$ cat src/rtl/cam_pixel_writer.sv
// Camera byte-stream to RGB444 frame-buffer writer with 2:1 decimation and
// double-buffered banks that flip on every frame_end.
//
// state | meaning
// S_HI  | waiting for the first (high) byte of a pixel
// S_LO  | high byte latched, waiting for the matching low byte
module cam_pixel_writer #(
  parameter int IMG_W    = 640,
  parameter int IMG_H    = 480,
  parameter int DECIMATE = 2,
  parameter int ADDR_W   = 17
) (
  input  logic              pclk,
  input  logic              reset_n,
  input  logic              byte_valid,
  input  logic [7:0]        pix_byte,
  input  logic [9:0]        pix_x,
  input  logic [9:0]        pix_y,
  input  logic              frame_end,
  output logic              wr_en,
  output logic [ADDR_W-1:0] wr_addr,
  output logic [11:0]       wr_data,
  output logic              wr_bank,
  output logic              disp_bank,
  output logic              frame_done,
  output logic [7:0]        frame_count,
  output logic              pix_drop
);

  typedef enum logic {S_HI, S_LO} state_t;

  localparam int                SH       = (DECIMATE == 2) ? 1 : 0;
  localparam logic [10:0]       IMG_W_L  = 11'(IMG_W);
  localparam logic [10:0]       IMG_H_L  = 11'(IMG_H);
  localparam logic [ADDR_W-1:0] ROW_W    = ADDR_W'(IMG_W / DECIMATE);

  state_t            state_q, state_d;
  logic [7:0]        hi_q, hi_d;
  logic [9:0]        x_q, x_d, y_q, y_d;
  logic              drop_q, drop_d;
  logic              pix_fire, wr_ok, byte_oor, keep;

  logic              p1_valid_q, p1_bank_q;
  logic [11:0]       p1_data_q;
  logic [ADDR_W-1:0] p1_base_q, p1_col_q;

  logic              wr_en_q, wr_bank_q;
  logic [ADDR_W-1:0] wr_addr_q;
  logic [11:0]       wr_data_q;
  logic              bank_q, disp_bank_q, frame_done_q;
  logic [7:0]        frame_count_q;

  // Bits of RGB565 that RGB444 truncation throws away.
  logic              unused_bits;
  assign unused_bits = ^{hi_q[3], pix_byte[6:5], pix_byte[0]};

  assign byte_oor = ({1'b0, pix_x} >= IMG_W_L) || ({1'b0, pix_y} >= IMG_H_L);
  assign keep     = (DECIMATE == 1) || (!x_q[0] && !y_q[0]);
  assign wr_ok    = pix_fire && keep &&
                    ({1'b0, x_q} < IMG_W_L) && ({1'b0, y_q} < IMG_H_L);

  always_comb begin
    state_d  = state_q;
    hi_d     = hi_q;
    x_d      = x_q;
    y_d      = y_q;
    drop_d   = drop_q;
    pix_fire = 1'b0;
    if (frame_end) begin
      // frame_end wins over any byte and discards a half-assembled pixel.
      if (byte_valid || (state_q == S_LO)) drop_d = 1'b1;
      state_d = S_HI;
    end else if (byte_valid) begin
      if (byte_oor) drop_d = 1'b1;
      if ((state_q == S_LO) && (pix_x == x_q) && (pix_y == y_q)) begin
        pix_fire = 1'b1;
        state_d  = S_HI;
      end else begin
        if (state_q == S_LO) drop_d = 1'b1;
        hi_d    = pix_byte;
        x_d     = pix_x;
        y_d     = pix_y;
        state_d = S_LO;
      end
    end
  end

  always_ff @(posedge pclk or negedge reset_n) begin
    if (!reset_n) begin
      state_q       <= S_HI;
      hi_q          <= '0;
      x_q           <= '0;
      y_q           <= '0;
      drop_q        <= 1'b0;
      p1_valid_q    <= 1'b0;
      p1_bank_q     <= 1'b0;
      p1_data_q     <= '0;
      p1_base_q     <= '0;
      p1_col_q      <= '0;
      wr_en_q       <= 1'b0;
      wr_bank_q     <= 1'b0;
      wr_addr_q     <= '0;
      wr_data_q     <= '0;
      bank_q        <= 1'b0;
      disp_bank_q   <= 1'b0;
      frame_done_q  <= 1'b0;
      frame_count_q <= '0;
    end else begin
      state_q    <= state_d;
      hi_q       <= hi_d;
      x_q        <= x_d;
      y_q        <= y_d;
      drop_q     <= drop_d;

      p1_valid_q <= wr_ok;
      if (wr_ok) begin
        p1_data_q <= {hi_q[7:4], hi_q[2:0], pix_byte[7], pix_byte[4:1]};
        p1_base_q <= ADDR_W'(y_q >> SH) * ROW_W;
        p1_col_q  <= ADDR_W'(x_q >> SH);
        p1_bank_q <= bank_q;
      end

      wr_en_q <= p1_valid_q;
      if (p1_valid_q) begin
        wr_addr_q <= p1_base_q + p1_col_q;
        wr_data_q <= p1_data_q;
        wr_bank_q <= p1_bank_q;
      end

      frame_done_q <= frame_end;
      if (frame_end) begin
        disp_bank_q   <= bank_q;
        bank_q        <= ~bank_q;
        frame_count_q <= frame_count_q + 8'd1;
      end
    end
  end

  assign wr_en       = wr_en_q;
  assign wr_addr     = wr_addr_q;
  assign wr_data     = wr_data_q;
  assign wr_bank     = wr_bank_q;
  assign disp_bank   = disp_bank_q;
  assign frame_done  = frame_done_q;
  assign frame_count = frame_count_q;
  assign pix_drop    = drop_q;

endmodule

$ cat config.mk
export PLATFORM = sky130hd
export DESIGN_NAME = cam_pixel_writer
export DESIGN_NICKNAME = d
export VERILOG_FILES = /design/src/rtl/cam_pixel_writer.sv
export SDC_FILE = /design/constraint.sdc
export NUM_CORES = 1
export LEC_CHECK = 0
export BUFFER_PORTS_ARGS = -buffer_cell sky130_fd_sc_hd__clkbuf_2
export CAP_MARGIN = 30
export CORE_ASPECT_RATIO = 0.8
export CORE_MARGIN = 3
export CORE_UTILIZATION = 30
export CTS_CLUSTER_DIAMETER = 150
export DETAILED_ROUTE_END_ITERATION = 16
export GPL_TIMING_DRIVEN = 0
export PLACE_DENSITY = 0.57
export SLEW_MARGIN = 25
export SYNTH_ARGS = -nofsm -noshare
export SYNTH_HDL_FRONTEND = slang
export SYNTH_SLANG_ARGS = --single-unit
$ cat constraint.sdc
create_clock -name pclk -period 2.4 [get_ports pclk]
set_input_delay 0.12 -clock pclk [delete_from_list [all_inputs] [get_ports pclk]]
set_output_delay 0.12 -clock pclk [all_outputs]
set_load 0.02 [all_outputs]
# Yosys cells after proc, flatten, opt, wreduce, memory -nomap -nowiden
# Cells that the tools add are included.
[totals]
ff_bits = 106
inputBits = 32
out_inout_bits = 42
elab_cells = 56
[classes]
addsub = 2
multipliers = 1
order_cmp = 4
eq_ne = 3
mux = 12
n_bitwise = 3
n_reduce_logical = 13
[ops]
columns = ["cell", "count"]
rows = [
  ["equality test 10 bit", 2],
  ["adder 17 x 9 -> 17 bit", 1],
  ["2-to-1 mux 1 bit", 12],
  ["multiplier 9 x 3 -> 11 bit, second input constant", 1],
  ["greater-or-equal comparator 10 bit, second input constant", 1],
  ["greater-or-equal comparator 10 x 9 -> 1 bit, second input constant", 1],
  ["< comparator 10 bit, second input constant", 1],
  ["< comparator 10 x 9 -> 1 bit, second input constant", 1],
  ["adder 8 x 1 -> 8 bit, second input constant", 1],
  ["logical AND 1 bit", 6],
  ["NOT 1 bit", 3],
  ["AND reduction 3 bit", 1],
  ["zero test 1 bit", 2],
  ["logical OR 1 bit", 2],
  ["inequality test 2 x 1 -> 1 bit, second input constant", 1],
  ["AND reduction 2 bit", 1],
  ["nonzero test 2 bit", 1],
]

# Longest topological paths before layout
[logic_depth]
word_depth = 9
ltp_mapped = 8

# Worst setup path after synthesis
# Ideal clock, no wire load.
[synth_path]
kind = "reg-to-reg"
start = "reg y_q[2]"
end = "reg p1_base_q[15]"
setup_ns = 0.125
arrival_time_ns = 1.977
setup_slack_ns = 0.299
stages_incl_launch_ff = 9
path_buffers = 0
period_less_slack_ns = 2.101
cell_sequence = "dfrtp_1 > ha_1 > ha_1 > fa_1 > a21oi_1 > o211ai_1 > a21oi_1 > xor2_1 > mux2i_1"
[synth_between]
elab_chain_len = 8
elab_cells_between_ends = 10
classes_between = "mul (1); order compare (1); eq/ne (1); mux (3); reduce/logical (4)"
[synth_lines]
columns = ["element", "line", "text"]
rows = [
  ["start: declaration", "39", "logic [9:0] x_q, x_d, y_q, y_d;"],
  ["start signal: assignment", "112", "y_q <= y_d;"],
  ["parallel branches: the longest is 8 deep, another holds multiplier 9 x 3 -> 11 bit", "--", ""],
  ["end signal: assignment", "118", "p1_base_q <= ADDR_W'(y_q >> SH) * ROW_W;"],
  ["end: declaration", "45", "logic [ADDR_W-1:0] p1_base_q, p1_col_q;"],
]
# Several ways; the timed one is not identified.
# A chain may end at the register's enable or synchronous reset.

# Worst setup path after layout
[layout_path]
start = "reg y_q[4]"
end = "reg p1_base_q[15]"
# Same word-level chain as after synthesis.

==> impl_metrics.json <==
{
  "nets": 495,
  "dieArea_mm2": 0.0179,
  "powerDensity_mw_per_mm2": 731,
  "worst_pin_slew_ps": 836,
  "synth_enable_flop_cells": 0,
  "drc": 0,
  "clk_latency_ps": 340,
  "routed.top_layer": "met4",
  "placed_area_mm2": 0.00556,
  "syn_inst": 353,
  "synth_warnings": 0,
  "grt_pass1_vias": 3292,
  "gp_congestion": 0.756,
  "grt_max_degree": 59,
  "synth_compound_area_share_pct": 3.55,
  "die_y_um": 120,
  "setup_viol": 0,
  "avgSynthCellArea_um2": 13.9,
  "syn-num-nets": 405,
  "grt_usage_pct": 12.0,
  "layout_common_cells": "103 x dfrtp_1, 72 x clkbuf_2, 62 x mux2_2, 29 x xnor2_1",
  "routed_via_density": 4.48,
  "ys_seq_area_share_pct": 53.7,
  "drtAntennaViolNets": 0,
  "p_leak_nw": 2.91,
  "drt_wl_total_um": 10000,
  "routedWlPerCell_um": 15.1,
  "synth_adder_area_share_pct": 5.42,
  "grt_pass1_wl_um": 17000,
  "cts_tree": "built",
  "initial_core_util_pct": 30.9,
  "ir_drop_mv": 0.491,
  "fmax_ghz": 0.456,
  "finalMaxSlewViolations": 0,
  "cts_root_buf": "clkbuf_16",
  "p_total_mw": 4.32,
  "rsz0062_at_grt": "false",
  "yosys.area_share.simple_pct": 6.06,
  "clock-skew-final_ps": 6.82,
  "ios": 74,
  "layout-drive-gt1-share_pct": 42.2,
  "port-buffer-count": 73,
  "critPathMaxFanout": 4,
  "utilization_pct": 37.3,
  "synth_xor_area_share_pct": 7.52,
  "antenna_found_initial": 0,
  "layout_worst_path_cycle_share_pct": 91.3,
  "core_mm2": 0.0159,
  "stdcell_area_mm2": 0.00592,
  "die_w_um": 149,
  "area_delta_synth_final_pct": 20.9,
  "wl_met3_um": 663,
  "final_common_cell": "dfrtp_1",
  "synth_area_mm2": 0.00489,
  "cts-htree-levels": 3,
  "holdWs_ps": 13.2,
  "cts_buffer_depth": 2,
  "worst_ep_arrival_time_ps": 2410,
  "drtIter0Drc": 75,
  "fin_crit_ps": 2190,
  "wl_met2_um": 4380,
  "hold_class": "in2reg",
  "synth_top_family_by_area": "multiplexers",
  "cts_buffers": 9,
  "ys_ff_latch": 105,
  "relSlewSlack_pct": 44.3,
  "status": "complete, no violations",
  "tns_ps": 0,
  "synthDistinctLibCells": 36,
  "critPathKind": "reg2reg",
  "dr.pass1.iters": 4,
  "start_kind": "flop",
  "synth.area.mux_share_pct": 21.0,
  "cts.sinks": 105,
  "synthArstFlopShare_pct": 100,
  "placementRows": 41,
  "overflow": 0,
  "vias": 2973,
  "maxCapViolations": 0,
  "met1_length_um": 4920,
  "synthFlopType": "dfrtp_1",
  "path_clk_slew_ps": 70,
  "diodes": 0,
  "dp_hpwl_um": 7650,
  "crit_path_end_kind": "flop",
  "cp.required_ps": 2620,
  "hold_viol_final": 0
}
==> kinds of logic after synthesis <==
family | Yosys count
flip-flops | 105
AND/OR/NAND/NOR | 53
multiplexers | 85
XOR/XNOR | 42
adder cells (fa/ha/maj) | 20
AO/OA/AOI/OAI | 29
buffers and inverters | 19
==> worst paths after layout <==
| path | from | endpoint | slack [ps] | depth (start not counted) |
|---|---|---|---|---|
| setup / recovery | y_q[4]$_DFFE_PN0P_ | p1_base_q[15]$_DFFE_PN0P_ | 210 | 8 |
| hold / removal | pix_byte[6] | hi_q[6]$_DFFE_PN0P_ | 10 | 2 |
| setup reg to reg | y_q[4]$_DFFE_PN0P_ | p1_base_q[15]$_DFFE_PN0P_ | 210 | 8 |
| hold reg to reg | p1_valid_q$_DFF_PN0_ | wr_en$_DFF_PN0_ | 380 | 0 |
| max in group asynchronous | reset_n | p1_bank_q$_DFFE_PN0P_ | 1500 | 3 |
| min in group asynchronous | reset_n | wr_addr[12]$_DFFE_PN0P_ | 290 | 2 |
==> cells in the mapped netlist (2+ instances only) <==
cell type / count / area (um2)
dfrtp_1: 105 / 2630
mux2_2: 62 / 698
xnor2_1: 29 / 254
mux2_4: 20 / 300
nor2_1: 20 / 75.1
ha_1: 18 / 225
a21oi_1: 14 / 70.1
xor2_1: 13 / 114
nand4_1: 9 / 56.3
inv_1: 8 / 30.0
nand2_1: 7 / 26.3
clkbuf_1: 5 / 18.8
o21ai_0: 5 / 25.0
buf_6: 4 / 45.0
nor3_1: 4 / 20.0
mux2i_1: 3 / 30.0
a211oi_1: 2 / 15.0
a21o_1: 2 / 15.0
and4_1: 2 / 17.5
buf_12: 2 / 40.0
fa_1: 2 / 40.0
nor2b_1: 2 / 12.5
o211ai_1: 2 / 15.0
==> per-stage QoR <==
| step | std cells | setup slack [ps] |
|---|---|---|
| after floorplan | 353 | 299 |
| after global placement | 641 | -237 |
| after detailed placement | 642 | 57.8 |
| after CTS | 663 | 35.7 |
| after global routing | 663 | 47.1 |
| final | 663 | 208 |
==> power by group <==
group / switching (mW) / internal [mW]
clock: 0.689 / 0.726
sequential: 0.159 / 1.91
combinational: 0.422 / 0.414
total: 1.27 / 3.05
==> area by class of cell <==
cell class	instances	area, um2
tap	215	269
buffer	11	104
multi-input combinational	229	2140
sequential	105	2630
timing repair buffer	79	452
fill	1555	9930
clock buffer	9	225
clock inverter	7	66.3
inverter	8	30.0
==> worst max-delay path, stage by stage, from the launching register on <==
cell and delay, ps:
dfrtp_2 450, ha_1 300, ha_2 210, fa_2 370, a21oi_2 170, o211ai_1 110
a21oi_1 180, xor2_1 190, mux2i_1 90
==> per-layer routing <==
metal  up-vias  GRT usage (%)
met3        10           3.97
met2        57           18.6
met5         -              0
met4         0           2.57
met1      1477           16.6
li1       1429              -
==> state kept, by name (all words and copies together), names as in the netlist, 8 cells and up <==
signal       cells
wr_addr         17
frame_count      8
p1_base_q       11
p1_data_q       12
x_q             10
y_q             10
wr_data         12
p1_col_q         9
==> timing repair <==
item	in CTS	in global routing
gates resized for setup	0	5
hold buffers	5	0
setup buffers	0	0
endpoints found under the setup margin	0	2
hold endpoints to repair	51	0
No activity file was read; power rests on OpenSTA's default activity.
